--- src/rtl/slv_guard_rst_ctrl.sv ---
// Recovery sequencer for a guarded AXI slave: isolate, drain, hold in reset,
// settle, de-isolate. Sticky status and interrupt for software.
module slv_guard_rst_ctrl #(
   parameter int unsigned CntWidth     = 16,
   parameter int unsigned RstCntWidth  = 8,
   parameter int unsigned MinRstCycles = 2
) (
   input  logic                   clk,
   input  logic                   rst_n,
   input  logic                   rst_req_i,
   input  logic                   ena_i,
   input  logic [CntWidth-1:0]    drain_budget_i,
   input  logic [CntWidth-1:0]    rst_hold_i,
   input  logic [CntWidth-1:0]    recover_i,
   input  logic                   isolated_i,
   input  logic                   irq_ack_i,
   output logic                   isolate_o,
   output logic                   slv_rst_no,
   output logic                   busy_o,
   output logic                   irq_o,
   output logic                   drain_to_o,
   output logic [RstCntWidth-1:0] rst_cnt_o,
   output logic [2:0]             state_o
);

   typedef enum logic [2:0] {
      IDLE    = 3'd0,
      ISOLATE = 3'd1,
      RESET   = 3'd2,
      RECOVER = 3'd3,
      RELEASE = 3'd4
   } state_e;

   localparam logic [CntWidth-1:0]    CntOne  = CntWidth'(1);
   localparam logic [CntWidth-1:0]    MinHold = CntWidth'(MinRstCycles);
   localparam logic [RstCntWidth-1:0] RstOne  = RstCntWidth'(1);

   state_e                 state_q;
   logic [CntWidth-1:0]    cnt_q;
   logic                   isolate_q;
   logic                   slv_rst_n_q;
   logic                   busy_q;
   logic                   irq_q;
   logic                   drain_to_q;
   logic [RstCntWidth-1:0] rst_cnt_q;

   logic [CntWidth-1:0]    hold_eff_d;
   logic [CntWidth-1:0]    hold_last_d;
   logic [CntWidth-1:0]    rec_last_d;

   // Counters run 0..N-1, so compare against the last index; a zero recover
   // time still spends one cycle in RECOVER.
   assign hold_eff_d  = (rst_hold_i > MinHold) ? rst_hold_i : MinHold;
   assign hold_last_d = hold_eff_d - CntOne;
   assign rec_last_d  = (recover_i == '0) ? '0 : recover_i - CntOne;

   always_ff @(posedge clk or posedge rst_n) begin
      if (rst_n) begin
         state_q     <= IDLE;
         cnt_q       <= '0;
         isolate_q   <= 1'b0;
         slv_rst_n_q <= 1'b1;
         busy_q      <= 1'b0;
         irq_q       <= 1'b0;
         drain_to_q  <= 1'b0;
         rst_cnt_q   <= '0;
      end else begin
         // Ack first so a same-cycle set event below overrides it.
         if (irq_ack_i) begin
            irq_q      <= 1'b0;
            drain_to_q <= 1'b0;
         end
         case (state_q)
            IDLE: begin
               if (rst_req_i && ena_i) begin
                  state_q   <= ISOLATE;
                  isolate_q <= 1'b1;
                  busy_q    <= 1'b1;
                  cnt_q     <= '0;
               end
            end
            ISOLATE: begin
               if (isolated_i) begin
                  state_q     <= RESET;
                  slv_rst_n_q <= 1'b0;
                  cnt_q       <= '0;
               end else if (cnt_q == drain_budget_i) begin
                  state_q     <= RESET;
                  slv_rst_n_q <= 1'b0;
                  drain_to_q  <= 1'b1;
                  cnt_q       <= '0;
               end else begin
                  cnt_q <= cnt_q + CntOne;
               end
            end
            RESET: begin
               if (cnt_q == hold_last_d) begin
                  state_q     <= RECOVER;
                  slv_rst_n_q <= 1'b1;
                  cnt_q       <= '0;
               end else begin
                  cnt_q <= cnt_q + CntOne;
               end
            end
            RECOVER: begin
               if (cnt_q == rec_last_d) begin
                  state_q   <= RELEASE;
                  isolate_q <= 1'b0;
                  cnt_q     <= '0;
               end else begin
                  cnt_q <= cnt_q + CntOne;
               end
            end
            RELEASE: begin
               if (!isolated_i) begin
                  state_q <= IDLE;
                  busy_q  <= 1'b0;
                  irq_q   <= 1'b1;
                  if (rst_cnt_q != '1) rst_cnt_q <= rst_cnt_q + RstOne;
               end
            end
            default: begin
               state_q     <= IDLE;
               cnt_q       <= '0;
               isolate_q   <= 1'b0;
               slv_rst_n_q <= 1'b1;
               busy_q      <= 1'b0;
            end
         endcase
      end
   end

   assign isolate_o  = isolate_q;
   assign slv_rst_no = slv_rst_n_q;
   assign busy_o     = busy_q;
   assign irq_o      = irq_q;
   assign drain_to_o = drain_to_q;
   assign rst_cnt_o  = rst_cnt_q;
   assign state_o    = state_q;

endmodule

--- config.mk ---
export PLATFORM = sky130hd
export DESIGN_NAME = slv_guard_rst_ctrl
export DESIGN_NICKNAME = d
export VERILOG_FILES = /design/src/rtl/slv_guard_rst_ctrl.sv
export SDC_FILE = /design/constraint.sdc
export NUM_CORES = 1
export LEC_CHECK = 0
export CORE_MARGIN = 2
export CORE_UTILIZATION = 50
export CTS_CLUSTER_SIZE = 10
export DETAILED_ROUTE_END_ITERATION = 7
export PLACE_DENSITY = 0.91
export SYNTH_ARGS = -nofsm -noshare
export SYNTH_HDL_FRONTEND = slang
export SYNTH_SLANG_ARGS = --single-unit
--- constraint.sdc ---
create_clock -name clk -period 5.2 [get_ports clk]
set_input_delay 1.04 -clock clk [delete_from_list [all_inputs] [get_ports clk]]
set_output_delay 1.04 -clock clk [all_outputs]
set_load 0.01 [all_outputs]
==> results.sh <==
export IMPL_synthMuxAreaShare_pct=1.48
export IMPL_reg2reg_slack_ns=2.36
export IMPL_fin_nets=514
export IMPL_synth_xor_area_share_pct=17.7
export IMPL_clk_latency_ns=0.28
export IMPL_ys_ff_latch=32
export IMPL_num_antenna_cells=0
export IMPL_area_delta_synth_final_pct=24.6
export IMPL_finalSetupViolations=0
export IMPL_p_total_uw=1080
export IMPL_maxSlewViolCount=0
export IMPL_io_pins=70
export IMPL_hold_buffers=0
export IMPL_die_h_um=83.0
export IMPL_tritoncts="done"
export IMPL_slowest_delay_ns=0.49
export IMPL_powerDensity_mw_per_mm2=277
export IMPL_ys_warn_count=0
export IMPL_fin_util_pct=65.0
export IMPL_cts_root_buffer="clkbuf_8"
export IMPL_synthesis_nets=462
export IMPL_clkSlewWorstSetupHoldPaths_ns=0.06
export IMPL_syn_avg_cell_area_um2=7.73
export IMPL_cp_required_ns=5.35
export IMPL_synth_edf_count=0
export IMPL_num_fill_cells=489
export IMPL_synthTopCellsByArea="dfrtp_1 25%, xor2_1 12%, xnor2_1 5.9%, nand2_1 5.3%, nor2_1 4.4%"
export IMPL_synth_area_mm2=0.00312
export IMPL_async_flop_share_pct=100
export IMPL_outcome="finished clean"
export IMPL_maxCapViolations=0
export IMPL_worstPathMaxFanout=18
export IMPL_tightest_slew_ns=0.986
export IMPL_min_period_ns=4.47
export IMPL_synth_most_common_cell="nand2_1"
export IMPL_synth_fa_ha_area_share_pct=1.60
export IMPL_cp_depth=14
export IMPL_yosysSeqAreaShare_pct=25.7
export IMPL_grtUsageMet1_pct=30.3
export IMPL_cts_htree_levels=2
export IMPL_syn_inst=404
export IMPL_drt_iter0_drc=272
export IMPL_portBuffers=69
export IMPL_path_cells="clkdlybuf4s50_1 > nor4_4 > nand3_1 > a211o_1 > nand2_1 > ha_1 > nor3b_1 > nand3_1 > xnor2_1 > nor3_1 > nand4_1 > o21ba_2 > nor2_4 > o211ai_1"
export IMPL_timing_fmax_ghz=0.223
export IMPL_cts_sinks=32
export IMPL_die_w_um=83.0
export IMPL_critPathBufInv=1
export IMPL_grt_busiest_layer="met2"
export IMPL_dpl_cell_area_mm2=0.00381
export IMPL_gp_congestion=0.909
export IMPL_cp_top_family="simple AND/OR/NAND/NOR gates"
export IMPL_synth_top_area_share_pct=24.8
export IMPL_hpwlAfterDp_mm=6.66
export IMPL_arrival_ns=4.63
export IMPL_use_met3_pct=4.27
export IMPL_synth_top_family_by_area="simple AND/OR/NAND/NOR gates"
export IMPL_cts_resized=0
export IMPL_rsz0062_at_grt="no"
export IMPL_holdCritPathClass="reg -> reg"
export IMPL_grt_pass1_wl_mm=14.0
export IMPL_r2r_start="cnt_q[6]"
export IMPL_dr_pass1_iters=5
export IMPL_crit_type="in -> reg"
export IMPL_p_leak_uw=0.00157
export IMPL_start_kind="input port"
export IMPL_first_global_vias=2965
export IMPL_synth_compound_gate_area_share_pct=15.7
export IMPL_wl_per_cell_um=16.5
export IMPL_yosys_area_share_simple_pct=33.0
export IMPL_synth_commonest_cells="44 x nand2_1, 42 x xor2_1, 37 x nor2_1, 31 x dfrtp_1"
export IMPL_use_met2_pct=44.3
export IMPL_post_cts_buffers=0
export IMPL_grt_max_degree=33
export IMPL_peakVddDrop_mv=0.232
export IMPL_vias=3219
export IMPL_synthDistinctLibCells=58
export IMPL_cts_buffer_depth=2
export IMPL_antenna_found_initial=0
export IMPL_core_area_mm2=0.00599
export IMPL_drive_gt1_share_pct=4.38
export IMPL_drt_total_wl_mm=8.79
export IMPL_synth_top_cell_by_area="dfrtp_1"
export IMPL_relSlewSlack_pct=33.9
export IMPL_hold_viol=0
export IMPL_grt_overflow=0
export IMPL_fin_area_mm2=0.00389
export IMPL_crit_slowest_cell="clkdlybuf4s50_1"
export IMPL_min_from="busy_o"
export IMPL_start_util_pct=52.1
export IMPL_grt_use_total_pct=24.7
export IMPL_rows=28
export IMPL_fp_dieArea_mm2=0.00689
export IMPL_drt_antenna_violating_nets=0
export IMPL_cts_buffers=5
export IMPL_cp_startpoint="rst_hold_i[9]"
export IMPL_cp_common_cell="nand3_1"
export IMPL_ys_flop_type="dfrtp_1"
export IMPL_fin_setup_tns_ns=0
export IMPL_holdPathStages=2
export IMPL_finalHoldWorstSlack_ns=0.475
export IMPL_fin_worst_skew_ns=0.00524
export IMPL_finalCritPeriodShare_pct=86.0
export IMPL_endpoint_kind="flip-flop"
export IMPL_reg2reg_depth=9
export IMPL_vias_per_cell=6.05
export IMPL_drc=0
-- power breakdown --
group | internal, uW | total, uW | switching [uW]
logic | 237 | 507 | 271
clock network | 94.9 | 180 | 84.8
registers | 298 | 390 | 92.3
total | 629 | 1080 | 448
-- worst min-delay path, cell delays in order (launching register included) --
cell and delay [ns]:
dfrtp_1 0.34, nand2_1 0.05, nand2_1 0.05
-- layout make-up --
type / count / area, um^2 / share of cell area (%)
sequential: 32 / 802 / 20.6
inverter: 10 / 37.5 / 0.964
multi-input combinational: 336 / 2170 / 55.8
timing repair buffer: 71 / 706 / 18.1
clock buffer: 8 / 80.1 / 2.06
tap: 75 / 93.8 / 2.41
-- worst paths after layout --
| check | to |
|---|---|
| hold / removal | busy_o |
| max in group asynchronous | slv_rst_no |
| setup reg to reg | state_o[1] |
| min in group asynchronous | rst_cnt_o[6] |
| setup / recovery | cnt_q[6] |
| hold reg to reg | busy_o |
-- sequential cells by signal, indices dropped and copies added (netlist names) --
signal and count:
busy_o 1, cnt_q 16, drain_to_o 1, irq_o 1
isolate_o 1, rst_cnt_o 8, slv_rst_no 1, state_o 3
-- cell usage in the layout, fill, tap and decap left out, drive strengths merged, types with 4 or more instances in the layout --
cell type and n:
nand3 22, o31ai 4, nor2 38, o21ai 19
dfrtp 31, or3 8, a21oi 8, clkdlybuf4s50 69
o22ai 4, inv 10, nor4 13, nand2 44
a31oi 4, xnor2 21, nor3 21, nand2b 7
and2 4, nor3b 4, ha 4, nand4 10
and3 7, xor2 42, clkbuf 8
-- cell families after synthesis --
kind of cell               after synthesis
AOI/OAI and AO/OA                       70
xor gates and xnor gates                63
adders and majority gates                4
buffers and inverters                   36
DFF                                     32
muxes                                    4
and+or+nand+nor                        195
-- per-layer routing --
layer | share of wire, % | wire length, um
met1 | 42 | 3670
met2 | 50 | 4360
met3 | 7.3 | 643
met4 | 1.4 | 120
met5 | 0 | 0
-- stage by stage --
stage,setup slack [ns],instances
finish,0.725,532
global route,0.406,532
CTS,0.744,532
detailed placement,0.456,524
global placement,0.597,524
floorplan,1.23,404
Power figures use the tool's default switching activity.
